<file path="config.mk">
export PLATFORM = sky130hd
export DESIGN_NAME = root_up_collector
export DESIGN_NICKNAME = d
export VERILOG_FILES = /design/src/rtl/root_link_pkg.sv /design/src/rtl/link_skid_fifo.sv /design/src/rtl/root_up_collector.sv
export SDC_FILE = /design/constraint.sdc
export NUM_CORES = 1
export LEC_CHECK = 0
export BUFFER_PORTS_ARGS = -buffer_cell sky130_fd_sc_hd__clkbuf_2
export CORE_MARGIN = 2
export CORE_UTILIZATION = 53
export CTS_CLUSTER_SIZE = 10
export DETAILED_ROUTE_END_ITERATION = 7
export GPL_TIMING_DRIVEN = 0
export PLACE_DENSITY = 0.75
export SYNTH_ARGS = -nofsm -noshare
export SYNTH_HDL_FRONTEND = slang
export SYNTH_SLANG_ARGS = --single-unit
export TNS_END_PERCENT = 5
</file>
<file path="constraint.sdc">
create_clock -name clk -period 2.73 [get_ports clk]
set_input_delay 0.546 -clock clk [delete_from_list [all_inputs] [get_ports clk]]
set_output_delay 0.546 -clock clk [all_outputs]
set_load 0.005 [all_outputs]
</file>
<file path="src/rtl/root_link_pkg.sv">
// Shared leaf<->root link definitions: message width, message-type field
// position, DONE message type and a field accessor.
package root_link_pkg;

    localparam int unsigned LINK_DATA_W   = 64;
    localparam int unsigned MSG_TYPE_MSB  = 63;
    localparam int unsigned MSG_TYPE_LSB  = 56;
    localparam logic [7:0]  MSG_TYPE_DONE = 8'hFF;

    typedef logic [LINK_DATA_W-1:0] link_msg_t;

    // Extracts the message-type byte from a link message.
    function automatic logic [MSG_TYPE_MSB-MSG_TYPE_LSB:0] msg_type(input link_msg_t msg);
        return msg[MSG_TYPE_MSB:MSG_TYPE_LSB];
    endfunction

endpackage

</file>
<file path="src/rtl/link_skid_fifo.sv">
// Per-leaf skid FIFO. in_ready is a flop derived from the next occupancy,
// so there is no combinational path from the read side to the write side;
// a full FIFO never accepts, even when it is popped in the same cycle.
module link_skid_fifo
    import root_link_pkg::*;
#(
    parameter int unsigned DEPTH  = 2,
    parameter int unsigned DATA_W = LINK_DATA_W,
    localparam int unsigned PTR_W = $clog2(DEPTH),
    localparam int unsigned CNT_W = PTR_W + 1
) (
    input  logic              clk,
    input  logic              reset_n,
    input  logic [DATA_W-1:0] in_data,
    input  logic              in_valid,
    output logic              in_ready,
    output logic [DATA_W-1:0] out_data,
    output logic              out_valid,
    input  logic              out_ready
);

    logic [DATA_W-1:0] mem_q [DEPTH];
    logic [DATA_W-1:0] mem_d [DEPTH];
    logic [PTR_W-1:0]  wr_ptr_q, wr_ptr_d;
    logic [PTR_W-1:0]  rd_ptr_q, rd_ptr_d;
    logic [CNT_W-1:0]  count_q, count_d;
    logic              in_ready_q, in_ready_d;
    logic              push, pop;

    assign in_ready  = in_ready_q;
    assign out_valid = (count_q != '0);
    assign out_data  = mem_q[rd_ptr_q];

    // Next-state for storage, pointers (natural power-of-two wrap) and occupancy.
    always_comb begin
        push     = in_valid && in_ready_q;
        pop      = out_valid && out_ready;
        mem_d    = mem_q;
        wr_ptr_d = wr_ptr_q;
        rd_ptr_d = rd_ptr_q;
        count_d  = count_q;
        if (push) begin
            mem_d[wr_ptr_q] = in_data;
            wr_ptr_d        = wr_ptr_q + 1'b1;
        end
        if (pop) begin
            rd_ptr_d = rd_ptr_q + 1'b1;
        end
        case ({push, pop})
            2'b10:   count_d = count_q + 1'b1;
            2'b01:   count_d = count_q - 1'b1;
            default: count_d = count_q;
        endcase
        in_ready_d = (count_d != CNT_W'(DEPTH));
    end

    // State registers; reset empties the FIFO and holds in_ready low until release.
    always_ff @(posedge clk or negedge reset_n) begin
        if (!reset_n) begin
            mem_q      <= '{default: '0};
            wr_ptr_q   <= '0;
            rd_ptr_q   <= '0;
            count_q    <= '0;
            in_ready_q <= 1'b0;
        end else begin
            mem_q      <= mem_d;
            wr_ptr_q   <= wr_ptr_d;
            rd_ptr_q   <= rd_ptr_d;
            count_q    <= count_d;
            in_ready_q <= in_ready_d;
        end
    end

endmodule

</file>
<file path="src/rtl/root_up_collector.sv">
// Root-side upstream merger: one skid FIFO per leaf, round-robin merge into a
// single registered output stage tagged with the source leaf, and per-round
// DONE tracking that pulses all_done once every leaf has reported.
// Optional statistics outputs are enabled by ROOT_UP_COLLECTOR_STATS_EN.
module root_up_collector
    import root_link_pkg::LINK_DATA_W;
    import root_link_pkg::link_msg_t;
    import root_link_pkg::msg_type;
#(
    parameter int unsigned NUM_LEAVES    = 4,
    parameter int unsigned FIFO_DEPTH    = 2,
    parameter logic [7:0]  MSG_TYPE_DONE = 8'hFF,
    localparam int unsigned SRC_W        = $clog2(NUM_LEAVES)
) (
    input  logic                              clk,
    input  logic                              reset_n,
    input  logic [LINK_DATA_W*NUM_LEAVES-1:0] up_rx_data,
    input  logic [NUM_LEAVES-1:0]             up_rx_valid,
    output logic [NUM_LEAVES-1:0]             up_rx_ready,
    output logic [LINK_DATA_W-1:0]            out_data,
    output logic [SRC_W-1:0]                  out_src,
    output logic                              out_valid,
    input  logic                              out_ready,
    output logic                              all_done
`ifdef ROOT_UP_COLLECTOR_STATS_EN
    ,
    output logic [32*NUM_LEAVES-1:0]          stat_msgs,
    output logic [31:0]                       stat_stall
`endif
);

    link_msg_t             fifo_data [NUM_LEAVES];
    logic [NUM_LEAVES-1:0] fifo_valid;
    logic [NUM_LEAVES-1:0] fifo_pop;

    logic [SRC_W-1:0]      grant;
    logic                  grant_found;
    logic                  load;
    logic                  take;
    link_msg_t             sel_data;
    logic [NUM_LEAVES-1:0] mask_set;

    logic                  out_valid_q, out_valid_d;
    link_msg_t             out_data_q, out_data_d;
    logic [SRC_W-1:0]      out_src_q, out_src_d;
    logic [SRC_W-1:0]      rr_q, rr_d;
    logic [NUM_LEAVES-1:0] done_mask_q, done_mask_d;
    logic                  all_done_q, all_done_d;

    for (genvar g = 0; g < NUM_LEAVES; g++) begin : g_leaf
        link_skid_fifo #(
            .DEPTH  (FIFO_DEPTH),
            .DATA_W (LINK_DATA_W)
        ) u_fifo (
            .clk       (clk),
            .reset_n   (reset_n),
            .in_data   (up_rx_data[LINK_DATA_W*g +: LINK_DATA_W]),
            .in_valid  (up_rx_valid[g]),
            .in_ready  (up_rx_ready[g]),
            .out_data  (fifo_data[g]),
            .out_valid (fifo_valid[g]),
            .out_ready (fifo_pop[g])
        );
    end

    assign out_valid = out_valid_q;
    assign out_data  = out_data_q;
    assign out_src   = out_src_q;
    assign all_done  = all_done_q;

    // Round-robin grant: first non-empty FIFO at or after the rr pointer.
    always_comb begin
        int unsigned idx;
        logic [SRC_W-1:0] idx_src;
        idx         = 0;
        idx_src     = '0;
        grant       = '0;
        grant_found = 1'b0;
        for (int unsigned k = 0; k < NUM_LEAVES; k++) begin
            idx     = (32'(rr_q) + k) % NUM_LEAVES;
            idx_src = SRC_W'(idx);
            if (!grant_found && fifo_valid[idx_src]) begin
                grant_found = 1'b1;
                grant       = idx_src;
            end
        end
    end

    // Output stage load, FIFO pop, rr advance and DONE round tracking.
    always_comb begin
        load        = !out_valid_q || out_ready;
        take        = load && grant_found;
        sel_data    = fifo_data[grant];
        fifo_pop    = '0;
        mask_set    = '0;
        out_valid_d = out_valid_q;
        out_data_d  = out_data_q;
        out_src_d   = out_src_q;
        rr_d        = rr_q;
        done_mask_d = done_mask_q;
        all_done_d  = 1'b0;
        if (load) begin
            out_valid_d = grant_found;
        end
        if (take) begin
            fifo_pop[grant] = 1'b1;
            out_data_d      = sel_data;
            out_src_d       = grant;
            rr_d            = (grant == SRC_W'(NUM_LEAVES - 1)) ? '0 : grant + 1'b1;
            if (msg_type(sel_data) == MSG_TYPE_DONE) begin
                mask_set = done_mask_q | (NUM_LEAVES'(1) << grant);
                if (&mask_set) begin
                    all_done_d  = 1'b1;
                    done_mask_d = '0;
                end else begin
                    done_mask_d = mask_set;
                end
            end
        end
    end

    // Output stage, arbiter pointer and done-tracker registers.
    always_ff @(posedge clk or negedge reset_n) begin
        if (!reset_n) begin
            out_valid_q <= 1'b0;
            out_data_q  <= '0;
            out_src_q   <= '0;
            rr_q        <= '0;
            done_mask_q <= '0;
            all_done_q  <= 1'b0;
        end else begin
            out_valid_q <= out_valid_d;
            out_data_q  <= out_data_d;
            out_src_q   <= out_src_d;
            rr_q        <= rr_d;
            done_mask_q <= done_mask_d;
            all_done_q  <= all_done_d;
        end
    end

`ifdef ROOT_UP_COLLECTOR_STATS_EN
    logic [31:0] stat_msgs_q [NUM_LEAVES];
    logic [31:0] stat_msgs_d [NUM_LEAVES];
    logic [31:0] stat_stall_q, stat_stall_d;

    // Saturating per-leaf forwarded-message and output-stall counters.
    always_comb begin
        stat_msgs_d  = stat_msgs_q;
        stat_stall_d = stat_stall_q;
        if (take && (stat_msgs_q[grant] != '1)) begin
            stat_msgs_d[grant] = stat_msgs_q[grant] + 32'd1;
        end
        if (out_valid_q && !out_ready && (stat_stall_q != '1)) begin
            stat_stall_d = stat_stall_q + 32'd1;
        end
    end

    // Statistics registers.
    always_ff @(posedge clk or negedge reset_n) begin
        if (!reset_n) begin
            stat_msgs_q  <= '{default: '0};
            stat_stall_q <= '0;
        end else begin
            stat_msgs_q  <= stat_msgs_d;
            stat_stall_q <= stat_stall_d;
        end
    end

    for (genvar s = 0; s < NUM_LEAVES; s++) begin : g_stat
        assign stat_msgs[32*s +: 32] = stat_msgs_q[s];
    end
    assign stat_stall = stat_stall_q;
`endif

endmodule

</file>
# Yosys cells after proc, flatten, opt, wreduce, memory -nomap -nowiden
# Index checks and enable logic that the tools add are counted.
# totals
register_bits	606
output_inout_bits	72
in_bits	263
# op_classes
add_sub_neg	20
eq_ne	14
reduce_logical	28
n_bitwise	10
magnitude_cmp	19
shifts	1
mux	55
# op_table
op	count
$mux W64	18
$bwmux W128	4
$demux W64 S1	4
$bmux W64 S2	1
$logic_and A1 B1 Y1	17
$ge A2 B2 Y1 const B	8
$not A1 Y2	8
$pmux W2 S2	4
$lt A2 B3 Y1 const B	5
$add A2 B1 Y2 const B	6
$mux W1	12
$eq A2 B2 Y1 const B	5
$mux W2	5
$add A1 B1 Y1 const B	8
$bmux W1 S2	4
$eq A2 B1 Y1 const B	4
$eq A8 B8 Y1 const B	1
$lt A2 B1 Y1 const B	4
$mux W4	2
$ne A2 B2 Y1 const B	4
$reduce_bool A2 Y1	4
$sub A2 B1 Y2 const B	4
$add A2 B2 Y2 const B	2
$logic_not A1 Y1	4
9 further kinds	9

# Logic depth before layout (Yosys ltp)
# logic_depth
ltp_word	22
mapped_depth	16
mapped_depth_nobuf	12

# By module
# From an unflattened synthesis, not the netlist that was laid out.
# hier_totals
cells_unflattened	2211
area_unflattened_um2	28665.0
# by_module_without_submodules
module	seq_area_each_um2	cells_each	n_inst	area_per_inst_um2
link_skid_fifo	3328.2	363	4	5940.7
root_up_collector	1851.8	759	1	4902.2

# Worst setup path before layout
# OpenSTA, ideal clock, no wires.
# synth_timing
path_kind	register -> register
startpoint	reg g_leaf[1].u_fifo.count_q[0]
endpoint	reg g_leaf[2].u_fifo.in_ready_q
path_buffers	3
path_stages_with_launch	15
synth_period_minus_slack_ns	3.014
t_required_ns	2.607
arrival_ns	2.891
slack_ns	-0.284
cell_sequence	dfrtp_1 or2_0 o311ai_1 nand2_1 inv_2 buf_6 buf_2 buf_2 ha_1 inv_1 nor3_1 ha_1 nor2_1 xor2_1 nand2b_1
# synth_via
elab_chain_len	22
# synth_lines
element	line	text
from (decl)	link_skid_fifo.sv:26	logic [CNT_W-1:0] count_q, count_d;
from (signal assigned)	link_skid_fifo.sv:69	count_q <= count_d;
$reduce_bool A2 Y1 (*)	link_skid_fifo.sv:31	assign out_valid = (count_q != '0);
$bmux W1 S2	root_up_collector.sv:82	if (!grant_found && fifo_valid[idx_src]) begin
$mux W1 (implied by the code)	root_up_collector.sv:82	
$mux W1	root_up_collector.sv:82	
$logic_not A1 Y1	root_up_collector.sv:82	
$logic_and A1 B1 Y1	root_up_collector.sv:82	
$mux W1	root_up_collector.sv:82	
$logic_not A1 Y1	root_up_collector.sv:82	
(+9 left out)	n/a	
$mux W4 (*)	root_up_collector.sv:105	if (take) begin
$logic_and A1 B1 Y1 (*)	link_skid_fifo.sv:37	pop = out_valid && out_ready;
net g_leaf[2].u_fifo.pop	link_skid_fifo.sv:28	logic push, pop;
$eq A2 B1 Y1 or $eq A2 B2 Y1 (tied branches)	link_skid_fifo.sv:49	case ({push, pop})
$pmux W2 S2 (*)	link_skid_fifo.sv:49	
net g_leaf[2].u_fifo.count_d[1]	link_skid_fifo.sv:26	
$ne A2 B2 Y1 (*)	link_skid_fifo.sv:54	in_ready_d = (count_d != CNT_W'(DEPTH));
net g_leaf[2].u_fifo.in_ready_d	link_skid_fifo.sv:27	logic in_ready_q, in_ready_d;
to (signal assigned)	link_skid_fifo.sv:70	in_ready_q <= in_ready_d;
to (decl)	link_skid_fifo.sv:27	
# Mark *: on every way through the listed nets, which the timed path passes. The rest lies on a longest branch. The select of a mux whose other input is x is not followed.
# A chain may end at the register's enable or synchronous reset.

# Final worst setup path
# layout_timing
startpoint	reg g_leaf[1].u_fifo.count_q[1]
endpoint	reg g_leaf[2].u_fifo.in_ready_q
# The elaborated chain is that of the path after synthesis.

==> impl_summary.txt <==
----------------------------------------------------
[Outcome]
  Result of the run ... finished with violations
  Failing checks ... setup timing

[Critical path]
  Depth of the worst register-to-register path ... 14
  WP depth ... 14
  Family of cells with the greatest summed delay on the critical path ... simple AND/OR/NAND/NOR gates
  Element type at the critical path end ... flip-flop
  Arrival time at the worst endpoint ... 3210 ps
  Data required, critical path ... 3200 ps
  Stage delay of the slowest cell on the critical path ... about 400 ps
  Critical path buffer and inverter count ... 5
  Startpoint type of the worst setup path ... flip-flop
  Crit Reg-Reg Endpoint ... g_leaf[2].u_fifo.in_ready
  Crit-path cells ... or2_4, o311ai_4, nand2_2, inv_2, buf_8, buf_8, buf_12, ha_4, inv_4, nor3_4, ha_4, nor2_1, xor2_1, nand2b_1
  Startpoint of the worst setup timing path ... g_leaf[1].u_fifo.count_q[1]
  Path type of the worst setup path ... reg -> reg
  Reg-to-reg slack, setup ... -8 ps
  Biggest fanout along the worst timing path ... 10
  Endpoint of the worst setup timing path ... g_leaf[2].u_fifo.in_ready
  Highest-delay cell along the critical path ... sky130_fd_sc_hd__dfrtp_1
  RR Startpoint ... g_leaf[1].u_fifo.count_q[1]

[Worst hold path]
  Type of the worst min-delay path ... in -> async

[Floorplanning]
  Area of the core region ... 0.0500 mm2
  Die Y-Extent ... 229 um
  Ports placed on the boundary ... approximately 340
  Die Area ... between 0.05 and 0.06 mm2
  Number of rows created at floorplan ... 82
  Initial core utilization ... 53.6%
  Chip Width ... 229 um

[Power and ir drop]
  Net switching share of the total power ... 37.7%
  Clk pwr share ... between 10% and 20%
  Max IR drop VDD ... 0.636 mV
  Proportion of power drawn by combinational gates ... 44.7%
  Pwr Density ... 1390 mW/mm2
  Static leakage power ... 14.7 nW
  Internal power contribution ... 0.0277 W
  Flop pwr share ... 36.4%
  P_sw ... 0.0167 W

[Clock tree]
  Clk slew on worst S/H paths ... 60 ps
  CTS HTree Levels ... 3
  Insertion delay to the later sink of the worst-skew pair ... 610 ps
  TritonCTS clock tree ... built
  Number of buffers between clock root and the deepest sink ... 3
  Number of buffers inserted during clock tree synthesis ... 71
  Clock Tree Root ... sky130_fd_sc_hd__clkbuf_16
  Clock Sink Count ... approximately 610
  Hold_buf cts ... 0

[Placed design]
  Cell total after placement ... 3,032
  Half-perimeter wire length after placement ... 55.6 mm
  Buffers on Ports ... 334
  Post-placement worst setup slack ... -1290 ps
  Final GP Congestion ... between 0.8 and 0.9

[Global routing]
  Maximum number of pins on one net before global-route repair ... about 120
  Gr ovfl total ... 0
  Global-route wire length before repair ... 118 mm
  GRT Util Overall ... between 30% and 40%
  Via count of the first global-routing pass ... 19,802
  Initial antenna violation count ... 17

[Cells and area]
  Number of inserted filler cells in the final layout ... 3,874
  Final design utilization ... between 60% and 70%
  Number of nets in the layout ... 2,720
  Post-route non-filler standard cell count ... ~3,100
  Most common cell after layout, fill and taps aside ... sky130_fd_sc_hd__dfrtp_1
  Layout cell share with drive strength beyond 1 ... 43.2%
  Leading cell types in the layout, fill and taps excluded ... sky130_fd_sc_hd__dfrtp_1, sky130_fd_sc_hd__mux2_2, sky130_fd_sc_hd__clkbuf_2, sky130_fd_sc_hd__mux2i_1, sky130_fd_sc_hd__nand2_1
  P&R area growth vs syn ... 18.9%

[Timing]
  Final Hold Violating Endpoints ... 0
  Setup repair after global routing missed its margin ... yes
  Final Slew Violations ... 0
  Actual transition at the worst max-transition pin ... 1180 ps
  Worst setup skew after layout ... 21.4 ps
  Worst rel slew slack ... 21.1%
  Worst Hold Margin ... 29.1 ps
  Highest attainable clock frequency ... 365 MHz
  Setup-violating endpoint count in the final report ... 2
  Post-route clock period utilization ... 100%
  Post-route setup slack ... -7.75 ps
  Post-layout min period ... roughly 2700 ps

[Logic synthesis]
  Netlist cell types ... 52
  Seq cells post-synth ... 606
  Share of flip-flops with an asynchronous set or reset ... 100%
  Post-Synthesis Cells ... between 2,000 and 2,500
  Syn nets ... 2,289
  Number of enable-type register cells in the synthesized netlist ... 0
  Average footprint of a synthesized cell ... between 10 and 15 um2
  Most frequently used flop master after synthesis ... sky130_fd_sc_hd__dfrtp_1
  Post-synthesis cell area ... 0.0268 mm2
  Sequential area share after synthesis ... a little under three fifths
  Total number of yosys warnings ... 0

[Routing]
  Average wire per cell in the routed design ... 25.1 um
  Number of nets with antenna violations after routing ... 0
  Met1 layer wirelength in the final routing ... 31.8 mm
  Violation count after the first detailed-routing iteration ... ~1,200
  Overall via count from detail_route ... 18,514
  Vias per cell ... 5.88
  Top routing layer used ... met5
  Post-route DRC ... 0
  Aggregate routed wire length ... 79.0 mm
  Number of search-and-repair iterations in the first detailed-routing pass ... 5
  Routed wl met3 ... 5.24 mm
  Detail Route met2 WL ... approximately 40 mm

[Run]
  Max-cap check violation count ... 0

----------------------------------------------------
-- flip-flops by register name, indices dropped and copies added (netlist names) --
name                    count
out_src                     2
all_done                    1
g_leaf.u_fifo.mem_q       512
g_leaf.u_fifo.wr_ptr_q      4
out_data                   64
rr_q                        2
done_mask_q                 4
g_leaf.u_fifo.in_ready      4
g_leaf.u_fifo.rd_ptr_q      4
g_leaf.u_fifo.count_q       8
out_valid                   1
-- worst min-delay path by stage --
stage            startpoint                    endpoint  slack (ps)
6_report            reset_n  g_leaf[0].u_fifo.mem_q[47]          30
3_5_place_dp   out_data[51]                out_data[51]         470
2_1_floorplan       reset_n                    all_done         250
3_3_place_gp     out_src[1]                  out_src[1]         460
5_1_grt             reset_n  g_leaf[0].u_fifo.mem_q[47]          70
4_1_cts             reset_n                out_data[40]          30
-- cell usage after synthesis, drive strengths merged (4+ instances only) --
library cell,count,area (um2)
inv,8,30.0
or2,7,46.3
o21ai,67,335
dfrtp,606,15200
nor2b,8,50.1
xor2,9,78.8
nand2,147,552
nor3,4,31.3
nand4,5,31.3
mux2,539,6070
a41oi,4,35.0
a31oi,38,238
mux2i,227,2270
ha,5,62.6
a211oi,12,90.1
xnor2,7,61.3
nor2,43,161
nand3,8,40.0
o22ai,56,350
buf,41,200
a21oi,62,322
clkbuf,93,349
-- power groups by stage --
stage	registers (W)	logic, W	clock network, W
floorplan	0.0154	0.0129	0
detailed placement	0.0162	0.0188	0
global route	0.0166	0.0212	0.00886
global placement	0.0159	0.0182	0
finish	0.0161	0.0198	0.00840
CTS	0.0160	0.0194	0.00850
-- metrics by stage --
step	power, W	setup TNS, ps	instance area, um2
2_1_floorplan	0.0283	0	26800
3_3_place_gp	0.0341	-7417260	29300
3_5_place_dp	0.0349	-77800	29400
4_1_cts	0.0439	-237	31600
5_1_grt	0.0467	-637	31800
6_report	0.0444	-11.4	31800
-- kinds of logic after synthesis --
kind of cell / synth area share (%)
muxes: 31.2
AOI/OAI and AO/OA: 5.64
buffers and inverters: 2.16
xor gates and xnor gates: 0.523
adders and majority gates: 0.234
and+or+nand+nor: 3.64
DFF: 56.6
-- cell type report --
class                   count  area [um2]  area share (%)
flip-flops and latches    606       15200            47.6
diodes                     11        27.5          0.0865
clock buffers              81        1920            6.03
clock inverters             5        36.3           0.114
inverters                   8        35.0           0.110
multi-input cells        1273       11200            35.1
plain buffers             129         641            2.01
well taps                 672         841            2.64
repair buffers            363        2000            6.28
-- layer usage --
metal / vias up / track usage [%]
met5: - / 0
met4: 16 / 12.0
met3: 172 / 6.99
met2: 617 / 51.2
met1: 9601 / 37.6
li1: 8108 / -
-- what timing repair did --
action                                  in CTS  in global routing
endpoints found under the setup margin     107                 56
setup buffers                               11                 13
resized for setup                           50                 43
pin swaps                                    4                 14
Note: power is estimated with default switching activity, not from simulation.
